==> src/rtl/fb_pkg.sv <==
// fb_pkg: shared state encoding, frame geometry default and bank identifiers for the frame-buffer scheduler
package fb_pkg;
  typedef enum logic [1:0] {ST_IDLE, ST_FILL, ST_READY} fb_state_e;
  localparam int FRAME_PIXELS = 57600;
  localparam logic BANK_A = 1'b0;
  localparam logic BANK_B = 1'b1;
endpackage

==> src/rtl/fb_wr_addr_gen.sv <==
// fb_wr_addr_gen: RX pixel address counter; restarts at 0 on start and flags the last pixel of a frame
//  ports: clk, xrst (async active-low); start (accepted SOF), acc (pixel accepted this cycle);
//         addr (address of the pixel accepted this cycle), last (pixel FRAME_PIXELS-1 accepted)
module fb_wr_addr_gen #(
  parameter int FRAME_PIXELS = fb_pkg::FRAME_PIXELS,
  parameter int ADDR_W = 18
) (
  input  logic              clk,
  input  logic              xrst,
  input  logic              start,
  input  logic              acc,
  output logic [ADDR_W-1:0] addr,
  output logic              last
);
  localparam logic [ADDR_W-1:0] LAST_ADDR = ADDR_W'(FRAME_PIXELS - 1);
  logic [ADDR_W-1:0] pix_cnt;
  assign addr = start ? '0 : pix_cnt;
  assign last = acc && addr == LAST_ADDR;
  // the counter clears after the last pixel instead of stepping past the frame
  always_ff @(posedge clk or negedge xrst)
    if (!xrst) pix_cnt <= '0;
    else if (acc) pix_cnt <= last ? '0 : addr + 1'b1;
    else if (start) pix_cnt <= '0;
endmodule

==> src/rtl/fb_bank_scheduler.sv <==
// fb_bank_scheduler: double-buffer scheduler; RX fills one bank, scan-out reads the other, swap on vsync
//  ports: clk, xrst (async active-low); wr_sof/wr_valid/wr_data RX stream; bram_we/bram_waddr/bram_wdata
//         bank writes; rd_vd vsync; rd_data_a/rd_data_b bank reads; rd_data muxed read; rd_bank/wr_bank;
//         frame_ready, swap_pulse; drop_cnt only when FB_DROP_CNT_EN is defined
module fb_bank_scheduler
  import fb_pkg::*;
#(
  parameter int FRAME_PIXELS = fb_pkg::FRAME_PIXELS,
  parameter int ADDR_W = 18,
  parameter int DATA_W = 24,
  parameter bit VS_POL = 1'b1
) (
  input  logic              clk,
  input  logic              xrst,
  input  logic              wr_sof,
  input  logic              wr_valid,
  input  logic [DATA_W-1:0] wr_data,
  output logic [1:0]        bram_we,
  output logic [ADDR_W-1:0] bram_waddr,
  output logic [DATA_W-1:0] bram_wdata,
  input  logic              rd_vd,
  input  logic [DATA_W-1:0] rd_data_a,
  input  logic [DATA_W-1:0] rd_data_b,
  output logic [DATA_W-1:0] rd_data,
  output logic              rd_bank,
  output logic              wr_bank,
  output logic              frame_ready,
  output logic              swap_pulse
`ifdef FB_DROP_CNT_EN
  ,output logic [15:0]      drop_cnt
`endif
);
  fb_state_e state, next_state;
  logic vs_d, vs_edge, start, acc, last, swap, rd_bank_d;
  logic [ADDR_W-1:0] addr;
  assign wr_bank = ~rd_bank;
  // a READY frame is never overwritten, so SOF only starts a frame outside READY
  assign start = wr_sof && state != ST_READY;
  assign acc = wr_valid && (start || state == ST_FILL);
  assign vs_edge = rd_vd == VS_POL && vs_d != VS_POL;
  assign swap = state == ST_READY && vs_edge;
  // select delayed by one clock to line up with the BRAM read latency
  assign rd_data = rd_bank_d ? rd_data_b : rd_data_a;
  fb_wr_addr_gen #(.FRAME_PIXELS(FRAME_PIXELS), .ADDR_W(ADDR_W)) u_addr (
    .clk(clk), .xrst(xrst), .start(start), .acc(acc), .addr(addr), .last(last)
  );
  always_comb begin
    next_state = state;
    next_state = (start || state == ST_FILL) ? (last ? ST_READY : ST_FILL) : swap ? ST_IDLE : state;
  end
  always_ff @(posedge clk or negedge xrst)
    if (!xrst) begin
      state       <= ST_IDLE;
      vs_d        <= !VS_POL;
      bram_we     <= 2'b00;
      bram_waddr  <= '0;
      bram_wdata  <= '0;
      rd_bank     <= BANK_A;
      rd_bank_d   <= BANK_A;
      frame_ready <= 1'b0;
      swap_pulse  <= 1'b0;
    end else begin
      state       <= next_state;
      vs_d        <= rd_vd;
      bram_we     <= acc ? (wr_bank == BANK_B ? 2'b10 : 2'b01) : 2'b00;
      bram_waddr  <= acc ? addr : bram_waddr;
      bram_wdata  <= acc ? wr_data : bram_wdata;
      rd_bank     <= swap ? wr_bank : rd_bank;
      rd_bank_d   <= rd_bank;
      frame_ready <= next_state == ST_READY;
      swap_pulse  <= swap;
    end
`ifdef FB_DROP_CNT_EN
  always_ff @(posedge clk or negedge xrst)
    if (!xrst) drop_cnt <= '0;
    else if (wr_sof && state != ST_IDLE && drop_cnt != 16'hFFFF) drop_cnt <= drop_cnt + 16'd1;
`endif
endmodule

==> config.mk <==
export PLATFORM = sky130hd
export DESIGN_NAME = fb_bank_scheduler
export DESIGN_NICKNAME = d
export VERILOG_FILES = /design/src/rtl/fb_pkg.sv /design/src/rtl/fb_wr_addr_gen.sv /design/src/rtl/fb_bank_scheduler.sv
export SDC_FILE = /design/constraint.sdc
export NUM_CORES = 1
export LEC_CHECK = 0
export CELL_PAD_IN_SITES_DETAIL_PLACEMENT = 0
export CELL_PAD_IN_SITES_GLOBAL_PLACEMENT = 1
export CORE_ASPECT_RATIO = 1.5
export CORE_MARGIN = 2
export CORE_UTILIZATION = 34
export DETAILED_ROUTE_END_ITERATION = 10
export PLACE_DENSITY = 0.94
export RECOVER_POWER = 25
export SLEW_MARGIN = 15
export SYNTH_ARGS = -nofsm -noshare
export SYNTH_HDL_FRONTEND = slang
export SYNTH_HIERARCHICAL = 1
export SYNTH_SLANG_ARGS = --single-unit
==> constraint.sdc <==
create_clock -name clk -period 6.74 [get_ports clk]
set_clock_uncertainty 0.1 [all_clocks]
set_input_delay 1.011 -clock clk [delete_from_list [all_inputs] [get_ports clk]]
set_output_delay 1.011 -clock clk [all_outputs]
set_load 0.02 [all_outputs]
# Word level (Yosys, flattened, before mapping)

Index checks and enable logic that the tools add are counted.

Word-level logic and storage cells: 33
Register bits after elaboration: 69
Bits of input ports: 77
Output and inout port bits: 72

Eq/ne operators: 5
Bitwise logic cells: 2
Add/sub/neg operators: 1
Reduce and logical (&&, ||, !) cells: 6
Muxes and demuxes: 9

Operators with widths:

| operator              | number |
|---|---|
| $mux 18               | 3 |
| $mux 24               | 1 |
| $add 18x1->18 const B | 1 |
| $eq 18x16->1 const B  | 1 |
| $mux 2                | 5 |
| $logic_and 1x1->1     | 5 |
| $eq 2x2->1 const B    | 2 |
| $eq 2x1->1 const B    | 1 |
| $ne 2x2->1 const B    | 1 |
| $not 1->1             | 2 |
| $logic_or 1x1->1      | 1 |

# Longest topological paths before layout

Depth after elaboration: 8
Mapped depth: 12
Mapped depth without buffers: 10

# Hierarchy

The synthesis kept the hierarchy.

By module, submodules not included:

| module            | cells each | instances | sequential area each (um2) | area an instance (um2) |
|---|---|---|---|---|
| fb_bank_scheduler | 146        | 1         | 1276.2                     | 2215.9 |
| fb_wr_addr_gen    | 118        | 1         | 450.4                      | 1112.3 |

# Least setup slack after synthesis

Ideal clock, no wire load.

Path kind: in2reg
Start: input wr_sof
End: register state[1]
Stages: 12
Path buffers: 2
Arrival time: 3.011 ns
Path slack: 3.530 ns
Library setup time: 0.099 ns
Data required time: 6.541 ns
Cell sequence: inv_1 a21oi_1 buf_6 buf_2 nor2_1 ha_1 and4b_1 nand4_1 nor2_2 inv_1 o21ba_2 a311oi_1

Word-level cells in the longest chain between the ends: 6
Elaborated cells on any way between the ends: 8
Classes of those cells: eq/ne: 1; mux: 3; reduce/logical: 4

Ends and longest elaborated chain:

| what                    | line                    | text |
|---|---|---|
| start, declared         | fb_bank_scheduler.sv:15 | `input logic wr_sof,` |
| $logic_and 1x1->1       | fb_bank_scheduler.sv:38 | `assign start = wr_sof && state != ST_READY;` |
| named net start         | fb_bank_scheduler.sv:34 | `logic vs_d, vs_edge, start, acc, last, swap, rd_bank_d;` |
| $mux 18                 | n/a                     |  |
| named net addr[0]       | fb_bank_scheduler.sv:35 | `logic [ADDR_W-1:0] addr;` |
| $eq 18x16->1            | fb_wr_addr_gen.sv:18    | `assign last = acc && addr == LAST_ADDR;` |
| $logic_and 1x1->1       | fb_wr_addr_gen.sv:18    |  |
| named net last          | fb_bank_scheduler.sv:34 |  |
| $mux 2 (2 in a row)     | fb_bank_scheduler.sv:49 | `next_state = (start \|\| state == ST_FILL) ? (last ? ST_READY : ST_FILL) : swap ? ST_IDLE : state;` |
| named net next_state[1] | fb_bank_scheduler.sv:33 | `fb_state_e state, next_state;` |
| end signal, assigned    | fb_bank_scheduler.sv:63 | `state <= next_state;` |
| end, declared           | fb_bank_scheduler.sv:33 |  |

The timed path passes the listed nets, and every way through them passes these cells.
A chain may end at the register's enable or synchronous reset.

==> results.yml <==
outcome:
  status: "finished, violations left"
  violations: "max-capacitance violations, max-slew violations"
clock_tree:
  clk_latency_ns: 0.33
  cts_hold_buf: 0
  htreeDepth: 3
  cts_tree: "yes"
  ctsRootBufferMaster: "clkbuf_16"
  clock-sinks: 69
  path_clk_slew_ns: 0.05
  clock_path_buffers: 2
  cts_made_buffers: 9
  post_cts_resized: 0
  cts_setup_buffers: 0
flow_run:
  maxCapViolCount: 1
critical_path:
  slowest_delay_ns: 2.48
  cp-start-kind: "input port"
  cpLargestDelayFamily: "buffers and inverters"
  crit_chain: "buf_2 > clkbuf_1"
  required_ns: 6.27
  worstSetupPathType: "in2async"
  rr_worst_depth: 9
  crit_cells: 2
  cp_max_fo: 69
  crit_arrival_ns: 3.62
  end_kind: "asynchronous set/reset pin"
  path_buf_inv: 2
  slowest_stage: "clkbuf_1"
global_routing:
  grt_pass1_wl_um: 13800
  track_usage: 0.165
  grt_pass1_vias: 2742
  antenna_found_initial: 0
  grt_start_max_net_pins: 70
  globalRouteOverflowTotal: 0
power:
  leakage_nw: 2.24
  ir_drop_mv: 0.196
  p_per_area_nw_per_um2: 211
sta:
  setup_viol: 0
  rsz0062_at_grt: "false"
  drv_slew: 70
  finalHoldViolCount: 0
  hold_ws_ns: 0.337
  finalCritPeriodShare: 0.607
  min_period_ns: 4.09
  slew-limit-headroom: -1.37
  max_slew.worst_pin.slew_ns: 3.55
  final.setup.tns_ns: 0
  fmax_ghz: 0.244
yosys:
  ys_seq_area_frac: 0.519
  synth.yosys.warnings: 6
  avgSynthCellArea_um2: 12.6
  synth_nets: 342
  synth_cells: 264
  synth-seq-cells: 69
  ys_types: 41
  syn_area_um2: 3330
detailed_routing:
  routedWlPerCell_um: 15.9
  ant_nets: 0
  drc_errors: 0
  vias: 2614
  postRouteWirelength_um: 8480
  firstDrtPassIters: 4
  vias_per_cell: 4.91
  drt_iter0_drc: 42
floorplan:
  row_count: 44
  dieArea_um2: 10600
  start_util: 0.347
  ios: 149
  dieWidth_um: 84.8
  die_h_um: 125
  core_um2: 9580
layout:
  n_antenna_cell: 0
  fin_nets: 492
  fin_cells: 532
  areaGrowthSynthToFinish_pct: 55.6
  drive_above_1_share: 0.199
hold_path:
  worstHoldPathType: "reg2reg"
  hold_depth: 0
placement:
  gp_congestion: 0.777
  post-place-cells: 518
  port_buffers: 148
  place.detailed.hpwl_um: 6300
-- cells in the mapped netlist --
| master | n | share of area |
|---|---|---|
| dfrtp_1 | 69 | 0.52 |
| mux2_2 | 60 | 0.20 |
| nor2b_1 | 12 | 0.023 |
| inv_1 | 11 | 0.012 |
| nor2_1 | 10 | 0.011 |
| nand4_1 | 8 | 0.015 |
| xnor2_1 | 8 | 0.021 |
| nand2_1 | 7 | 0.0079 |
| mux2_1 | 6 | 0.020 |
| nand2b_1 | 6 | 0.011 |
| xor2_1 | 6 | 0.016 |
| a21oi_1 | 5 | 0.0075 |
| buf_2 | 5 | 0.0075 |
| buf_6 | 5 | 0.017 |
| nand3_1 | 4 | 0.0060 |
| nand4b_1 | 4 | 0.011 |
| nor4_1 | 4 | 0.0075 |
| and2_1 | 3 | 0.0056 |
| o21ai_0 | 3 | 0.0045 |
| and2b_1 | 2 | 0.0045 |
| and4b_1 | 2 | 0.0060 |
| clkbuf_1 | 2 | 0.0023 |
| nand3b_1 | 2 | 0.0045 |
| nor3b_1 | 2 | 0.0045 |
| or4_4 | 2 | 0.0068 |
| a21o_1 | 1 | 0.0023 |
| a21oi_4 | 1 | 0.0049 |
| a311oi_1 | 1 | 0.0026 |
| a32o_1 | 1 | 0.0030 |
| ha_1 | 1 | 0.0038 |
| nand3b_4 | 1 | 0.0060 |
| nor2_2 | 1 | 0.0019 |
| nor3_1 | 1 | 0.0015 |
| nor3_2 | 1 | 0.0030 |
| o21ai_1 | 1 | 0.0015 |
| o21ba_2 | 1 | 0.0030 |
| o221ai_1 | 1 | 0.0026 |
| o22ai_1 | 1 | 0.0019 |
| o2bb2ai_1 | 1 | 0.0026 |
| o41ai_1 | 1 | 0.0026 |
| or3b_1 | 1 | 0.0026 |
-- logic make-up (layout without fill, tap and decap cells) --
group,Yosys count,in the layout,synth area share
buf+inv,23,176,0.0391
xor+xnor,14,14,0.0368
fa+ha+maj,1,1,0.00376
mux,66,66,0.223
flops,69,69,0.519
compound gates,18,18,0.0391
simple gates,73,73,0.139
-- final timing paths --
kind	from	end	slack, ns
worst max-delay path	xrst	bram_wdata[17]	2.65
worst min-delay path	rd_bank	rd_bank_d	0.34
worst max register to register	state[0]	state[1]	3.72
worst min register to register	rd_bank	rd_bank_d	0.34
max in group clk	wr_sof	state[1]	2.88
min in group asynchronous	xrst	frame_ready	1.88
-- per-stage QoR --
stage,total power [mW],area (um2),util,setup slack [ns]
floorplan,0.522,3330,-,3.53
global placement,0.624,4880,0.510,2.68
detailed placement,0.628,4880,0.510,2.51
CTS,1.10,5180,0.541,2.84
global route,1.13,5180,0.541,1.74
finish,1.09,5180,0.541,2.65
-- final cells by class --
| type | instances | area, um2 |
|---|---|---|
| well taps | 115 | 144 |
| fillers | 839 | 4400 |
| repair buffers | 151 | 1500 |
| inverters | 11 | 41.3 |
| clock inverters | 1 | 30.0 |
| flip-flops and latches | 69 | 1730 |
| clock buffers | 13 | 270 |
| multi-input cells | 172 | 1470 |
-- cells in the final DEF, fill, tap and decap left out, drive strengths merged, types with 3 or more instances in the layout --
cell type      Yosys  final
nand2b             6      6
and2               3      3
nor4               4      4
clkdlybuf4s50      0    146
buf               10      3
mux2              66     66
inv               11     11
dfrtp             69     69
xor2               6      6
o21ai              4      4
nand3              4      4
nand3b             3      3
nand4              8      8
a21oi              6      6
nand2              7      7
nand4b             4      4
nor2              11     11
nor2b             12     12
xnor2              8      8
clkbuf             2     14
-- metal layers --
layer  wire length, um  up-vias  global-route usage
li1                  -     1232                   -
met1              3050     1280               0.174
met2              4680       86               0.299
met3               485       16              0.0376
met4               269        0              0.0878
met5                 0        -                   0
-- report_power, final --
part / internal (mW) / leakage, nW / switching [mW] / total, mW
combinational: 0.102 / 1.21 / 0.0732 / 0.175
clock: 0.312 / 0.148 / 0.160 / 0.472
sequential: 0.434 / 0.884 / 0.0103 / 0.444
-- sequential cells by signal (all words and copies together) (netlist names) --
signal and count:
rd_bank_d 1, swap_pulse 1, bram_waddr 18, bram_wdata 24, bram_we 2, vs_d 1, u_addr/pix_cnt 18, frame_ready 1
state 2, rd_bank 1
(Power assumes the default switching activity.)
==> patch (same settings) <==
Build with the macro `FB_DROP_CNT_EN` defined.
--- a/src/rtl/fb_bank_scheduler.sv
+++ b/src/rtl/fb_bank_scheduler.sv
@@ -4,2 +4,4 @@
 //         frame_ready, swap_pulse; drop_cnt only when FB_DROP_CNT_EN is defined
+`define FB_DROP_CNT_EN
+
 module fb_bank_scheduler
Function (old outputs only; new: drop_cnt): kept (equiv_simple and equiv_induct, registers matched by name and starting in step).
==> patch against the original RTL <==
- via count grew 24%
- clock power grew 13%
- count of clock-buffer cells in the layout did not move
- core utilization is 3.0 points lower
- largest cell class unchanged
- largest power group is now sequential cells
- register-to-register slack got worse by 0.09 ns
- setup slack improved by 0.33 ns
- final area grew 22%
- non-clock buffer count up 13
- total power rose by 35%
- synthesized area rose by 29%
- combinational power up 96%
- routed wire length grew 32%
- the flow now finishes without violations
- sequential cell count up 16
- highest routed layer unchanged
==> patch: results (changes against the original RTL) <==
- The number of buffers inserted to repair setup after CTS is 0 (unchanged).
- The cell sitting at the root of the clock tree is a clkbuf_16.
- The largest fanout on the critical path came to 53 (-23%).
- The number of nets produced by synthesis is 415 (+21%).
- The run finished with clean final reports.
- The number of global-route vias before repair came to 3,315 (+21%).
- The insertion delay of the later-clocked pin in the worst-skew pair is 0.33 ns (about the same).
- The leakage power of the design was 2.76 nW (+23%).
- The number of H-tree branching levels is 3 (unchanged).
- For hold timing, the worst endpoint is rd_bank_d$_DFF_PN0_.
- The area added between synthesis and finish is 47.6%.
- The via count was 3,239 (+24%).
- The endpoint of the most critical register-to-register path is u_addr/pix_cnt[7]$_DFF_PN0_.
- The placed standard-cell area is 6000 sq um (+23%).
- The proportion of synthesized chip area in sequential cells is 0.496 (-0.0230).
- The post-cts resize count is 0 (unchanged).
- The depth of the worst register-to-register path came to 8 (-1).
- Sorting the synthesized cells by area gives the leading types as dfrtp_1, mux2_4, mux2_2.
- The maximum count of clock buffers along a single path is 2 (unchanged).
- The number of violations reported at the end of detailed-routing iteration 0 is 158 (+280%).
- The async set or reset register ratio after synthesis was 1.00 (unchanged).
- The worst slew margin relative to its limit was 0.365 (+1.73).
- The worst hold path stage count is 0 (unchanged).
- The first-pass iteration count of the detailed router is 4 (unchanged).
- The proportion of layout cells with a drive suffix above 1 is 0.192 (-0.00658).
- The largest registers in the layout are bram_wdata (24), bram_waddr (18), u_addr/pix_cnt (18).
- The count of cell types in the netlist is 53 (+29%).
- The routability-driven placement congestion ratio is 0.808 (+4.0%).
- The register-to-register path setup slack is 3.63 ns (-0.09 ns).
- Clock-pin slew was measured on the worst setup and hold paths at 0.06 ns.
- The net total in the final layout is 578 (+17%).
- The data arrival time of the critical path is 3.85 ns (+0.23 ns).
- The commonest register cell after synthesis is dfrtp_1.
- The wire length of the first global-routing pass is 17.0 mm (+23%).
- The number of buffers added by the clock tree synthesis step is 9 (unchanged).
- The path category of the worst min-delay check is register to register.
- The number of buffers inserted by port buffering is 164 (+11%).
- The pin count of the biggest net entering global routing is 86 (+23%).
- The total track usage is 0.161 (-0.00419).
- Counting instances in the post-synthesis netlist gives the leading cell types as dfrtp_1, mux2_4, mux2_2.
- The internal portion of total power is 1.09 mW (+28%).
- The origin of the worst min-delay path is rd_bank$_DFFE_PN0P_.
- The worst-case setup slack after placement was 2.63 ns (+0.125 ns).
- The yosys synthesis warning count came to 6 (unchanged).
- The HPWL after detailed placement is 8.31 mm (+32%).
- The maximum ir drop on the vdd rail is 128 uV (-35%).
- The fill cell total of the finished layout came to 1,104 (+32%).
- The number of antenna-violating nets in the routed design was 0 (unchanged).
- The reg-to-reg critical path startpoint is state[0]$_DFF_PN0_.
- The average wire length per cell after detail routing is 16.9 microns (+5.9%).
- The initial antenna violation count was 1 (+1).
- The number of synthesized flops with an enable pin came to 0 (unchanged).
## patch: cell count changes after synthesis, moves of 6 or more
cell | before | now
mux2_4 | 0 | 39
mux2_2 | 60 | 30
dfrtp_1 | 69 | 85
nand2_1 | 7 | 16
nor2_1 | 10 | 18
xor2_1 | 6 | 13
mux2_1 | 6 | 0
## patch: cell families (layout without fill, tap and decap cells)
kind of cell	after synthesis	count (layout)	share of synthesized area
buffers and inverters	21	189	0.0376
adder cells (fa/ha/maj)	3	3	0.00846
AO/OA/AOI/OAI	23	23	0.0347
other	0	1	0
XOR/XNOR	23	23	0.0470
multiplexers	69	69	0.215
flip-flops	85	85	0.496
AND/OR/NAND/NOR	112	112	0.161
## patch: worst max-delay path by stage
| stage | end | start | slack (ns) |
|---|---|---|---|
| 3_3_place_gp | u_addr/pix_cnt[7]$_DFF_PN0_ | wr_sof | 2.77 |
| 6_report | u_addr/pix_cnt[7]$_DFF_PN0_ | wr_sof | 2.97 |
| 4_1_cts | u_addr/pix_cnt[7]$_DFF_PN0_ | wr_sof | 2.98 |
| 3_5_place_dp | u_addr/pix_cnt[7]$_DFF_PN0_ | wr_sof | 2.63 |
| 2_1_floorplan | u_addr/pix_cnt[7]$_DFF_PN0_ | wr_sof | 3.79 |
| 5_1_grt | frame_ready$_DFF_PN0_ | wr_sof | 2.75 |
## patch: stage by stage
step | instances | hold slack (ns) | power (mW)
CTS | 660 | 0.328 | 1.50
floorplan | 336 | 0.324 | 0.769
finish | 661 | 0.319 | 1.47
global route | 661 | 0.333 | 1.54
global placement | 644 | 0.306 | 0.945
detailed placement | 644 | 0.317 | 0.951
## patch: layer usage
metal	track usage	wire length, microns	vias up
met5	0	0	-
met4	0.0602	167	0
met3	0.0420	786	10
met2	0.281	5880	108
met1	0.185	4330	1596
li1	-	-	1525
## patch: area by class of cell
type,instances,area share
tap,156,0.0308
inverter,9,0.00534
clock buffer,13,0.0411
timing repair buffer,164,0.259
antenna,1,0.000395
sequential,85,0.336
clock inverter,3,0.0107
multi-input combinational,230,0.316
## patch: power by group through the flow
stage / clock network, mW / registers (mW) / logic, mW
final: 0.533 / 0.597 / 0.343
after global routing: 0.568 / 0.604 / 0.364
after CTS: 0.550 / 0.598 / 0.347
after detailed placement: 0 / 0.607 / 0.344
after global placement: 0 / 0.604 / 0.341
after floorplan: 0 / 0.641 / 0.128
## patch: worst max-delay path, stage by stage
cell	delay (ns)
clkdlybuf4s50_1	0.59
maj3_2	0.28
and2_4	0.75
and4b_1	0.38
nand4_1	0.16
nor2_2	0.44
o221ai_1	0.20
